--- src/rtl/vga_pkg.sv ---
// Shared 640x480@60 raster constants, widths and types for the VGA timing block.
package vga_pkg;

    localparam int X_W   = 10;
    localparam int Y_W   = 9;
    localparam int RGB_W = 12;
    localparam int CNT_W = 10;

    localparam logic [CNT_W-1:0] H_VISIBLE = 10'd640;
    localparam logic [CNT_W-1:0] H_FP      = 10'd16;
    localparam logic [CNT_W-1:0] H_SYNC    = 10'd96;
    localparam logic [CNT_W-1:0] H_BP      = 10'd48;
    localparam logic [CNT_W-1:0] H_TOTAL   = 10'd800;

    localparam logic [CNT_W-1:0] V_VISIBLE = 10'd480;
    localparam logic [CNT_W-1:0] V_FP      = 10'd10;
    localparam logic [CNT_W-1:0] V_SYNC    = 10'd2;
    localparam logic [CNT_W-1:0] V_BP      = 10'd33;
    localparam logic [CNT_W-1:0] V_TOTAL   = 10'd525;

    typedef logic [RGB_W-1:0] rgb_t;

    typedef struct packed {
        logic hs;
        logic vs;
        logic de;
    } sync_t;

    localparam sync_t SYNC_IDLE = '{hs: 1'b1, vs: 1'b1, de: 1'b0};

    function automatic logic in_range(input logic [CNT_W-1:0] val,
                                      input logic [CNT_W-1:0] lo,
                                      input logic [CNT_W-1:0] hi);
        return (val >= lo) && (val <= hi);
    endfunction

endpackage

--- src/rtl/vga_sync_delay.sv ---
// Tick-enabled shift register that ages {hs, vs, de} by DEPTH pixel ticks to
// match the picture generator's latency.
module vga_sync_delay
    import vga_pkg::*;
#(
    parameter int DEPTH = 1
) (
    input  logic  clk,
    input  logic  rst,
    input  logic  tick_i,
    input  sync_t d_i,
    output sync_t q_o
);

    if (DEPTH == 0) begin : g_bypass
        logic unused_s;
        assign unused_s = clk ^ rst ^ tick_i;
        assign q_o      = d_i;
    end else begin : g_shift
        sync_t stage_q [DEPTH];

        // Shift one stage per pixel tick; idle sync levels out of reset.
        always_ff @(posedge clk or posedge rst) begin
            if (rst) begin
                for (int i = 0; i < DEPTH; i++) begin
                    stage_q[i] <= SYNC_IDLE;
                end
            end else if (tick_i) begin
                stage_q[0] <= d_i;
                for (int i = 1; i < DEPTH; i++) begin
                    stage_q[i] <= stage_q[i-1];
                end
            end
        end

        assign q_o = stage_q[DEPTH-1];
    end

endmodule

--- src/rtl/vga_timing_ctrl.sv ---
// 640x480@60 raster generator: drives pixel coordinates to the picture
// generator and re-times its colour together with hsync/vsync for the pins.
module vga_timing_ctrl
    import vga_pkg::*;
#(
    parameter int CLK_DIV = 4,
    parameter int PIX_LAT = 1
) (
    input  logic             clk,
    input  logic             rst,
    input  logic [RGB_W-1:0] rgb_in,
    output logic [X_W-1:0]   pix_x,
    output logic [Y_W-1:0]   pix_y,
    output logic             pix_valid,
    output logic             pix_tick,
    output logic             hsync,
    output logic             vsync,
    output logic [RGB_W-1:0] rgb_out,
    output logic             frame_start
);

    localparam logic [2:0]       DIV_LAST = 3'(CLK_DIV - 1);
    localparam logic [CNT_W-1:0] H_LAST   = H_TOTAL - 10'd1;
    localparam logic [CNT_W-1:0] V_LAST   = V_TOTAL - 10'd1;
    localparam logic [CNT_W-1:0] HS_BEG   = H_VISIBLE + H_FP;
    localparam logic [CNT_W-1:0] HS_END   = HS_BEG + H_SYNC - 10'd1;
    localparam logic [CNT_W-1:0] VS_BEG   = V_VISIBLE + V_FP;
    localparam logic [CNT_W-1:0] VS_END   = VS_BEG + V_SYNC - 10'd1;

    logic [2:0]       div_q, div_d;
    logic [CNT_W-1:0] h_cnt_q, h_cnt_d;
    logic [CNT_W-1:0] v_cnt_q, v_cnt_d;
    logic             hsync_q, hsync_d;
    logic             vsync_q, vsync_d;
    rgb_t             rgb_q, rgb_d;
    logic             frame_start_q, frame_start_d;
    logic             tick_s, line_end_s, frame_end_s, valid_s;
    sync_t            raw_s, dly_s;

    assign tick_s      = (CLK_DIV == 1) ? 1'b1 : (div_q == DIV_LAST);
    assign line_end_s  = (h_cnt_q == H_LAST);
    assign frame_end_s = (v_cnt_q == V_LAST);
    assign valid_s     = (h_cnt_q < H_VISIBLE) && (v_cnt_q < V_VISIBLE);

    assign raw_s.hs = ~in_range(h_cnt_q, HS_BEG, HS_END);
    assign raw_s.vs = ~in_range(v_cnt_q, VS_BEG, VS_END);
    assign raw_s.de = valid_s;

    vga_sync_delay #(
        .DEPTH (PIX_LAT)
    ) u_sync_delay (
        .clk    (clk),
        .rst    (rst),
        .tick_i (tick_s),
        .d_i    (raw_s),
        .q_o    (dly_s)
    );

    // Next state: divider, raster counters and the tick-loaded output stage.
    always_comb begin
        div_d         = div_q;
        h_cnt_d       = h_cnt_q;
        v_cnt_d       = v_cnt_q;
        hsync_d       = hsync_q;
        vsync_d       = vsync_q;
        rgb_d         = rgb_q;
        frame_start_d = 1'b0;
        if (tick_s) begin
            div_d   = 3'd0;
            hsync_d = dly_s.hs;
            vsync_d = dly_s.vs;
            rgb_d   = dly_s.de ? rgb_in : 12'h000;
            if (line_end_s) begin
                h_cnt_d       = 10'd0;
                v_cnt_d       = frame_end_s ? 10'd0 : (v_cnt_q + 10'd1);
                frame_start_d = frame_end_s;
            end else begin
                h_cnt_d = h_cnt_q + 10'd1;
            end
        end else begin
            div_d = div_q + 3'd1;
        end
    end

    // State registers; reset parks the raster at (0,0) with idle sync levels.
    always_ff @(posedge clk or posedge rst) begin
        if (rst) begin
            div_q         <= 3'd0;
            h_cnt_q       <= 10'd0;
            v_cnt_q       <= 10'd0;
            hsync_q       <= 1'b1;
            vsync_q       <= 1'b1;
            rgb_q         <= 12'h000;
            frame_start_q <= 1'b0;
        end else begin
            div_q         <= div_d;
            h_cnt_q       <= h_cnt_d;
            v_cnt_q       <= v_cnt_d;
            hsync_q       <= hsync_d;
            vsync_q       <= vsync_d;
            rgb_q         <= rgb_d;
            frame_start_q <= frame_start_d;
        end
    end

    assign pix_valid   = valid_s;
    assign pix_tick    = tick_s;
    assign pix_x       = valid_s ? h_cnt_q : {X_W{1'b0}};
    assign pix_y       = valid_s ? v_cnt_q[Y_W-1:0] : {Y_W{1'b0}};
    assign hsync       = hsync_q;
    assign vsync       = vsync_q;
    assign rgb_out     = rgb_q;
    assign frame_start = frame_start_q;

endmodule

--- config.mk ---
export PLATFORM = sky130hd
export DESIGN_NAME = vga_timing_ctrl
export DESIGN_NICKNAME = d
export VERILOG_FILES = /design/src/rtl/vga_pkg.sv /design/src/rtl/vga_sync_delay.sv /design/src/rtl/vga_timing_ctrl.sv
export SDC_FILE = /design/constraint.sdc
export NUM_CORES = 1
export LEC_CHECK = 0
export BUFFER_PORTS_ARGS = -buffer_cell sky130_fd_sc_hd__clkbuf_2
export CORE_ASPECT_RATIO = 1.2
export CORE_MARGIN = 4
export CORE_UTILIZATION = 30
export CTS_BUF_LIST = sky130_fd_sc_hd__clkbuf_8 sky130_fd_sc_hd__clkbuf_16
export CTS_CLUSTER_DIAMETER = 100
export DETAILED_ROUTE_END_ITERATION = 12
export GPL_TIMING_DRIVEN = 0
export SLEW_MARGIN = 40
export SYNTH_ARGS = -nofsm -noshare
export SYNTH_HDL_FRONTEND = slang
export SYNTH_HIERARCHICAL = 1
export SYNTH_SLANG_ARGS = --single-unit
export TNS_END_PERCENT = 1
--- constraint.sdc ---
create_clock -name clk -period 2.7 [get_ports clk]
set_input_delay 0.54 -clock clk [delete_from_list [all_inputs] [get_ports clk]]
set_output_delay 0.54 -clock clk [all_outputs]
set_load 0.03 [all_outputs]
* Yosys cells after proc, flatten, opt, wreduce, memory -nomap -nowiden
Index checks and enable logic that the tools add are counted.
Storage, ports and cells: word-level logic and storage cells 36, output and inout bits 36, bits in registers 41
Operators by class: reduce and logical (&&, ||, !) cells 4, mux-type cells 8, bitwise gates (word level) 2, order comparisons 6, equality and inequality tests 3, add/subtract/negate cells 3
Operator list (number):
- 2-to-1 mux 10 bit | 3
- adder 10 x 1 -> 10 bit, second input constant | 2
- == test 10 bit, second input constant | 2
- 2-to-1 mux 12 bit | 1
- greater-or-equal comparator 10 bit, second input constant | 1
- greater-or-equal comparator 10 x 9 -> 1 bit, second input constant | 1
- <= comparator 10 bit, second input constant | 1
- <= comparator 10 x 9 -> 1 bit, second input constant | 1
- less-than comparator 10 bit, second input constant | 1
- less-than comparator 10 x 9 -> 1 bit, second input constant | 1
- 2-to-1 mux 9 bit | 1
- adder 3 x 1 -> 3 bit, second input constant | 1
- == test 3 x 2 -> 1 bit, second input constant | 1
- logical AND 1 bit | 3
- 2-to-1 mux 3 bit | 1
- 2-to-1 mux 1 bit | 2
- NOT 1 bit | 2
- AND reduction 2 bit | 1

* Depth between registers and ports, before layout
Gate-level depths: netlist (run 1).
depth after elaboration 3, depth in mapped cells 8, mapped depth without buffers 6

* By module
The synthesis (run 1) kept the hierarchy.
By module, submodules not included:
- vga_timing_ctrl | instances 1, cells an instance 205, area each 1913.1 um^2
- vga_sync_delay | instances 1, cells an instance 7, area each 115.1 um^2

* Least setup slack after synthesis (run 1)
Ideal clock, no wire load.
kind reg-to-output, from register v_cnt_q[8], to output port pix_x[5], stages on the path, launching flop included 6, data arrival time 1.913 ns, path slack 0.247 ns, cells stage by stage dfrtp_1 > and4_1 > clkbuf_1 > nor3_1 > clkbuf_1 > and2_1
On the way: cells in the longest elaborated chain, start to end 3
RTL lines:
- start: declaration | line vga_timing_ctrl.sv:32 | logic [CNT_W-1:0] v_cnt_q, v_cnt_d;
- start signal: assignment | line vga_timing_ctrl.sv:98 | v_cnt_q <= v_cnt_d;
- less-than comparator 10 x 9 -> 1 bit | line vga_timing_ctrl.sv:43 | assign valid_s = (h_cnt_q < H_VISIBLE) && (v_cnt_q < V_VISIBLE);
- logical AND 1 bit | line vga_timing_ctrl.sv:43
- named net pix_valid | line vga_timing_ctrl.sv:14 | output logic pix_valid,
- 2-to-1 mux 10 bit | line vga_timing_ctrl.sv:108 | assign pix_x = valid_s ? h_cnt_q : {X_W{1'b0}};
- end: declaration | line vga_timing_ctrl.sv:12 | output logic [X_W-1:0] pix_x,
The timed path passes the listed nets, and every way through them passes these cells.

* Worst setup path after layout (run 1)
from register v_cnt_q[8], to output port pix_y[4]
On the way: cells in the longest elaborated chain, start to end 3
RTL lines:
- less-than comparator 10 x 9 -> 1 bit | line vga_timing_ctrl.sv:43
- logical AND 1 bit | line vga_timing_ctrl.sv:43
- 2-to-1 mux 9 bit | line vga_timing_ctrl.sv:109 | assign pix_y = valid_s ? v_cnt_q[Y_W-1:0] : {Y_W{1'b0}};
- end: declaration | line vga_timing_ctrl.sv:13 | output logic [Y_W-1:0] pix_y,
Every way passes these cells.

==> flow_metrics.py, run 1 <==
metrics = {
    "run_status": {
        "status": "finished, final reports clean",
    },
    "global_routing": {
        "grtUsageTotal": 0.1220,
        "first_global_vias": 1735,
        "grt_start_max_net_pins": 22,
        "overflow": 0,
        "antenna_found_initial": 0,
        "grt_first_pass_wirelength_mm": 8.100,
    },
    "drt": {
        "ant_nets": 0,
        "wl_per_cell_um": 12.96,
        "drc": 0,
        "vias": 1691,
        "drt_wl_total_mm": 4.614,
        "drt-initial-drc-count": 49,
        "viasPerCell": 4.750,
        "dr.pass1.iters": 4,
    },
    "pwr": {
        "p_clk_frac": 0.424,
        "p_switching_w": 0.0002538,
        "vdd_drop_max_mv": 0.2559,
        "switching_share": 0.2120,
        "power_frac_comb": 0.052,
        "intPower_w": 0.0009431,
        "cellPowerDensity_mw_per_mm2": 467.3,
        "p_seq_frac": 0.524,
        "p_leak_nw": 1.266,
    },
    "finish": {
        "final_core_util": 0.3949,
        "area_growth_pct": 26.28,
        "drive_gt1_frac": 0.2915,
        "nets": 289,
        "nFillCells": 695,
        "antenna-diode-count": 0,
        "layout_commonest_cell": "clkbuf_2",
        "fin_area_mm2": 0.002561,
        "mostFrequentLayoutCells": "clkbuf_2 (50), nand2_1 (37), dfrtp_1 (37)",
        "final_cells": 356,
    },
    "place": {
        "gp_congestion": 0.7639,
        "placed_area_mm2": 0.002416,
        "dp_slack_ns": -0.03666,
        "hpwlAfterDp_mm": 3.509,
        "port_buffers": 49,
        "dp_cells": 347,
    },
    "logic_synthesis": {
        "synth.net_count": 231,
        "syn_area_mm2": 0.002028,
        "synth_top_area_cell": "dfrtp_1",
        "async_reset_ff_frac": 1.000,
        "synthCells": 212,
        "ys_seq_area_frac": 0.5083,
        "ys_warn_count": 6,
        "synth_edf_count": 0,
        "synth_top_area_share": 0.4565,
        "ys_ff_latch": 41,
        "avgSynthCellArea_um2": 9.567,
        "yosysUniqueCellTypes": 40,
        "yosys_most_used_dff": "dfrtp_1",
        "yosys-top-cells-area": "dfrtp_1 (46%), nand2_1 (6.8%), nand3_1 (5.4%), dfstp_2 (5.2%), and2_1 (4.6%)",
    },
    "timing": {
        "slew_headroom": 0.6342,
        "fmax_mhz": 394.0,
        "post-route-period-util": 0.9399,
        "tightest_slew_ns": 0.5446,
        "finClkSkew_ns": 0.007476,
        "finalCriticalPeriod_ns": 2.538,
        "setup_viol": 0,
        "rsz0062_at_grt": "false",
        "slew_violations": 0,
        "layout_setup_ws_ns": 0.1622,
        "hold_violations": 0,
        "hold_ws_ns": 0.1089,
    },
    "worst_setup_path": {
        "cp-end-kind": "output port",
        "worstSetupStartpointType": "flip-flop",
        "crit_required_ns": 2.16,
        "crit_type": "flip-flop to output port",
        "cp_max_fo": 11,
        "worstPathArrival_ns": 2.00,
    },
    "worst_hold_path": {
        "hold_class": "input port to asynchronous set/reset pin",
    },
    "floorplan": {
        "ios": 50,
        "core_area_mm2": 0.006486,
        "start_util": 0.3127,
        "dieHeight_um": 98.07,
        "fp-row-count": 32,
        "dieArea_mm2": 0.008146,
        "die_x_um": 83.06,
    },
    "clock_network": {
        "clockRootBuffer": "clkbuf_8",
        "cts.sinks": 41,
        "cts_tree": "yes",
        "clk_latency_ns": 0.29,
        "h-tree-depth": 2,
        "cts_made_buffers": 5,
        "cts-hold-fix-buffers": 0,
        "cts_buffer_depth": 2,
        "clkSlewWorstSetupHoldPaths_ns": 0.08,
    },
    "run": {
        "drv_cap": 0,
    },
}
-- cell usage after synthesis, types with 2 or more instances --
cell type   n
o21a_1      2
and3_1      4
mux2_2      4
buf_2       3
nand4_1     6
nor3_1      5
ha_1        5
nor4b_1     2
nand2b_1    3
and2_1     15
a21o_1      2
nor4_1      6
nand2_1    37
xnor2_1     5
dfrtp_1    37
a21oi_1     2
or3_1       2
clkbuf_1    5
nand3_1    22
dfstp_2     4
nor2_1      7
inv_1       9
o21ai_0     4
xor2_1      5
-- repair_timing --
item / in CTS / in global routing
gates cloned: 0 / 0
buffers inserted: 0 / 1
resized for setup: 5 / 3
pin swaps: 0 / 1
endpoints found under the setup margin: 11 / 10
-- metrics by stage --
step,setup TNS [ns],power [W]
final,0,0.001197
after global routing,0,0.001251
after CTS,0,0.001216
after detailed placement,-0.1034,0.0007035
after global placement,0,0.0006972
after floorplan,0,0.0006732
-- worst max-delay path: stages, from the launching register on --
cell and delay, ns:
dfrtp_1 0.43, and4_1 0.22, clkbuf_1 0.22, nor3_4 0.23
clkbuf_4 0.24, and2_1 0.16, clkbuf_2 0.20
-- registers in the layout, summed over array words and instances, names as in the netlist --
signal / flops
div_q: 3
hsync: 1
vsync: 1
frame_start: 1
v_cnt_q: 10
h_cnt_q: 10
u_sync_delay/q_o: 3
rgb_out: 12
-- layout make-up --
| class | count | area (um2) | share of cell area |
|---|---|---|---|
| Inverter | 9 | 33.78 | 0.01319 |
| Tap cell | 85 | 106.4 | 0.04152 |
| Clock buffer | 6 | 82.58 | 0.03224 |
| Buffer | 10 | 51.30 | 0.02003 |
| Clock inverter | 2 | 37.54 | 0.01466 |
| Sequential cell | 41 | 1031 | 0.4025 |
| Multi-Input combinational cell | 152 | 938.4 | 0.3664 |
| Timing Repair Buffer | 51 | 280.3 | 0.1094 |
-- power groups by stage --
stage          clock [W]  sequential, W  combinational (W)
4_1_cts         0.000524       0.000628          0.0000636
3_5_place_dp           0       0.000640          0.0000637
2_1_floorplan          0       0.000658          0.0000150
3_3_place_gp           0       0.000639          0.0000578
5_1_grt         0.000553       0.000629          0.0000688
6_report        0.000508       0.000628          0.0000618
-- logic make-up (layout without fill, tap and decap cells) --
kind of cell,Yosys count,after routing,synth area share
and+or+nand+nor,119,119,0.3115
DFF,41,41,0.5083
buffers and inverters,19,78,0.03886
AOI/OAI and AO/OA,13,13,0.04010
xor gates and xnor gates,10,10,0.04318
adders and majority gates,5,5,0.03085
muxes,5,5,0.02714
-- per-layer routing --
metal	GRT usage	share of wire	up-vias
li1	-	-	839
met1	0.1353	0.42	815
met2	0.2160	0.52	33
met3	0.04304	0.050	4
met4	0.04151	0.012	0
met5	0	0	-
-- path summary, 6_finish.rpt --
| check | startpoint | to | slack [ns] | cells past startpoint |
|---|---|---|---|---|
| min reg2reg | div_q[0] | div_q[0] | 0.44 | 1 |
| max in group asynchronous | rst | v_cnt_q[3] | 1.99 | 3 |
| max | v_cnt_q[8] | pix_y[4] | 0.16 | 6 |
| min | rst | u_sync_delay/q_o[0] | 0.11 | 2 |
| max reg2reg | h_cnt_q[0] | v_cnt_q[9] | 0.64 | 6 |
| min in group clk | div_q[0] | div_q[0] | 0.44 | 1 |
(Power assumes the default switching activity.)
==> run 2, diff against run 1 <==
--- a/config.mk
+++ b/config.mk
@@ -5,6 +5,7 @@
 export SDC_FILE = /design/constraint.sdc
 export NUM_CORES = 1
 export LEC_CHECK = 0
+export ABC_AREA = 1
 export BUFFER_PORTS_ARGS = -buffer_cell sky130_fd_sc_hd__clkbuf_2
 export CORE_ASPECT_RATIO = 1.2
 export CORE_MARGIN = 4
==> run 2 against run 1 <==
Cell count rose by 20%; clock skew decreased by 0.0014 ns; global-route usage decreased by 0.051 points; count of clock-buffer cells in the layout decreased by 1; fmax rose by 13%; setup slack gained 0.29 ns; total power fell by 0.44%; critical path type unchanged; sequential power hardly changed; routed wire length increased by 5.2%.
==> flow_metrics.py, run 2 <==
metrics = {
    "run_status": {
        "status": "finished, final reports clean",
    },
    "timing": {
        "setup_viol": 0,
        "slew_violations": 0,
        "slew_headroom": 0.7032,
        "post-route-period-util": 0.8328,
        "rsz0062_at_grt": "false",
        "hold_ws_ns": 0.1063,
        "fmax_mhz": 444.7,
        "tightest_slew_ns": 0.4452,
        "finalCriticalPeriod_ns": 2.248,
        "fin_tns_setup_ns": 0,
        "hold_violations": 0,
        "finClkSkew_ns": 0.006109,
    },
    "clock_network": {
        "cts_made_buffers": 5,
        "clkSlewWorstSetupHoldPaths_ns": 0.08,
        "cts_tree": "yes",
        "clk_latency_ns": 0.29,
        "cts_buffer_depth": 2,
        "h-tree-depth": 2,
        "ctsResizeCount": 0,
        "cts.sinks": 41,
        "postCtsSetupRepairBufs": 0,
        "clockRootBuffer": "clkbuf_8",
        "cts-hold-fix-buffers": 0,
    },
    "global_routing": {
        "overflow": 0,
        "antenna_found_initial": 0,
        "first_global_vias": 1914,
        "grt_first_pass_wirelength_mm": 8.500,
        "grtUsageTotal": 0.1215,
        "grt_start_max_net_pins": 24,
    },
    "worst_setup_path": {
        "cp-end-kind": "output port",
        "reg2reg_to": "h_cnt_q[6]",
        "reg2reg_depth": 6,
        "cp_max_fo": 10,
        "r2r_slack_ns": 1.19,
        "reg2reg_from": "div_q[0]",
        "crit_required_ns": 2.16,
        "worstPathArrival_ns": 1.71,
        "worstSetupStartpointType": "flip-flop",
        "crit_type": "flip-flop to output port",
    },
    "finish": {
        "drive_gt1_frac": 0.2412,
        "layout_commonest_cell": "nand2_1",
        "final_cells": 427,
        "area_growth_pct": 23.20,
        "nets": 358,
        "fin_area_mm2": 0.002638,
        "mostFrequentLayoutCells": "nand2_1 (82), clkbuf_2 (49), nor2_1 (45)",
        "antenna-diode-count": 0,
        "largest_reg_flops": 12,
    },
    "drt": {
        "drc": 0,
        "ant_nets": 0,
        "drt-initial-drc-count": 66,
        "wl_per_cell_um": 11.36,
        "top_layer_used": "met4",
        "met1Wirelength_mm": 2.194,
        "wl_met2_mm": 2.345,
        "viasPerCell": 4.422,
        "wl_met3_um": 264,
        "vias": 1888,
        "dr.pass1.iters": 4,
        "drt_wl_total_mm": 4.852,
    },
    "logic_synthesis": {
        "yosysMostFrequentCell": "nand2_1",
        "synth.net_count": 301,
        "avgSynthCellArea_um2": 7.592,
        "yosysUniqueCellTypes": 26,
        "yosys_most_used_dff": "dfrtp_1",
        "synth_top_area_cell": "dfrtp_1",
        "synth_edf_count": 0,
        "ys_warn_count": 6,
        "ys_ff_latch": 41,
        "yosys-top-cells-area": "dfrtp_1 (43%), nand2_1 (14%), nor2_1 (7.9%), inv_1 (5.4%), dfstp_2 (4.9%)",
        "synth_top_area_share": 0.4325,
        "synthTopCellsByCount": "nand2_1 (82), nor2_1 (45), dfrtp_1 (37)",
        "syn_area_mm2": 0.002141,
        "async_reset_ff_frac": 1.000,
        "ys_seq_area_frac": 0.4816,
        "synthCells": 282,
    },
    "floorplan": {
        "start_util": 0.3105,
        "core_area_mm2": 0.006895,
        "die_x_um": 85.12,
        "fp-row-count": 33,
        "dieHeight_um": 100.5,
        "ios": 50,
        "dieArea_mm2": 0.008557,
    },
    "pwr": {
        "p_leak_nw": 1.410,
        "cellPowerDensity_mw_per_mm2": 451.8,
        "vdd_drop_max_mv": 0.2102,
    },
    "place": {
        "port_buffers": 49,
        "dp_cells": 419,
        "gp_congestion": 0.7907,
        "placed_area_mm2": 0.002522,
        "hpwlAfterDp_mm": 3.717,
    },
    "worst_hold_path": {
        "hold_class": "input port to asynchronous set/reset pin",
    },
    "run": {
        "drv_cap": 0,
    },
}
run 2: metal layers:
layer / track usage / vias to the layer above
li1: - / 978
met1: 0.1499 / 860
met2: 0.2123 / 45
met3: 0.03025 / 5
met4: 0.02923 / 0
met5: 0 / -
run 2: worst max-delay path by stage:
stage	cells after the start	start	endpoint	slack (ns)
floorplan	5	v_cnt_q[5]	pix_x[8]	0.89
global placement	2	rst	h_cnt_q[1]	0.71
detailed placement	6	v_cnt_q[5]	pix_x[9]	0.79
CTS	6	v_cnt_q[5]	pix_x[9]	0.45
global route	6	v_cnt_q[5]	pix_x[9]	0.34
finish	6	v_cnt_q[5]	pix_x[9]	0.45
run 2: logic make-up after synthesis:
family                   share of synthesized area
buffers and inverters                      0.08299
adder cells (fa/ha/maj)                    0.02922
XOR/XNOR                                   0.02864
AND/OR/NAND/NOR                             0.3156
AO/OA/AOI/OAI                              0.06195
flip-flops                                  0.4816
run 2: power breakdown:
group / total [W] / internal (W) / switching (W)
Combinational: 0.0000656 / 0.0000225 / 0.0000431
Clock: 0.000498 / 0.000277 / 0.000222
Sequential: 0.000628 / 0.000623 / 0.00000481
Total: 0.00119 / 0.000922 / 0.000270
run 2: metrics by stage:
step	total power, W	setup WS [ns]	util
6_report	0.001192	0.4515	0.3825
2_1_floorplan	0.0006770	0.8890	-
3_5_place_dp	0.0007071	0.7909	0.3658
5_1_grt	0.001248	0.3352	0.3825
3_3_place_gp	0.0007014	0.7113	0.3618
4_1_cts	0.001212	0.4490	0.3825
run 2: worst max-delay path: stages (launching register included):
cell	delay [ns]
dfrtp_1	0.36
buf_2	0.18
nand4_1	0.15
nand4_1	0.15
buf_2	0.22
nor2_1	0.13
clkbuf_2	0.23
run 2: cell type report:
cell class              count  area [um2]
fillers                   737        4258
flip-flops and latches     41        1031
multi-input cells         197       932.1
repair buffers             50       272.8
inverters                  36       135.1
well taps                  87       108.9
clock buffers               5       68.82
clock inverters             3       46.29
plain buffers               8       42.54
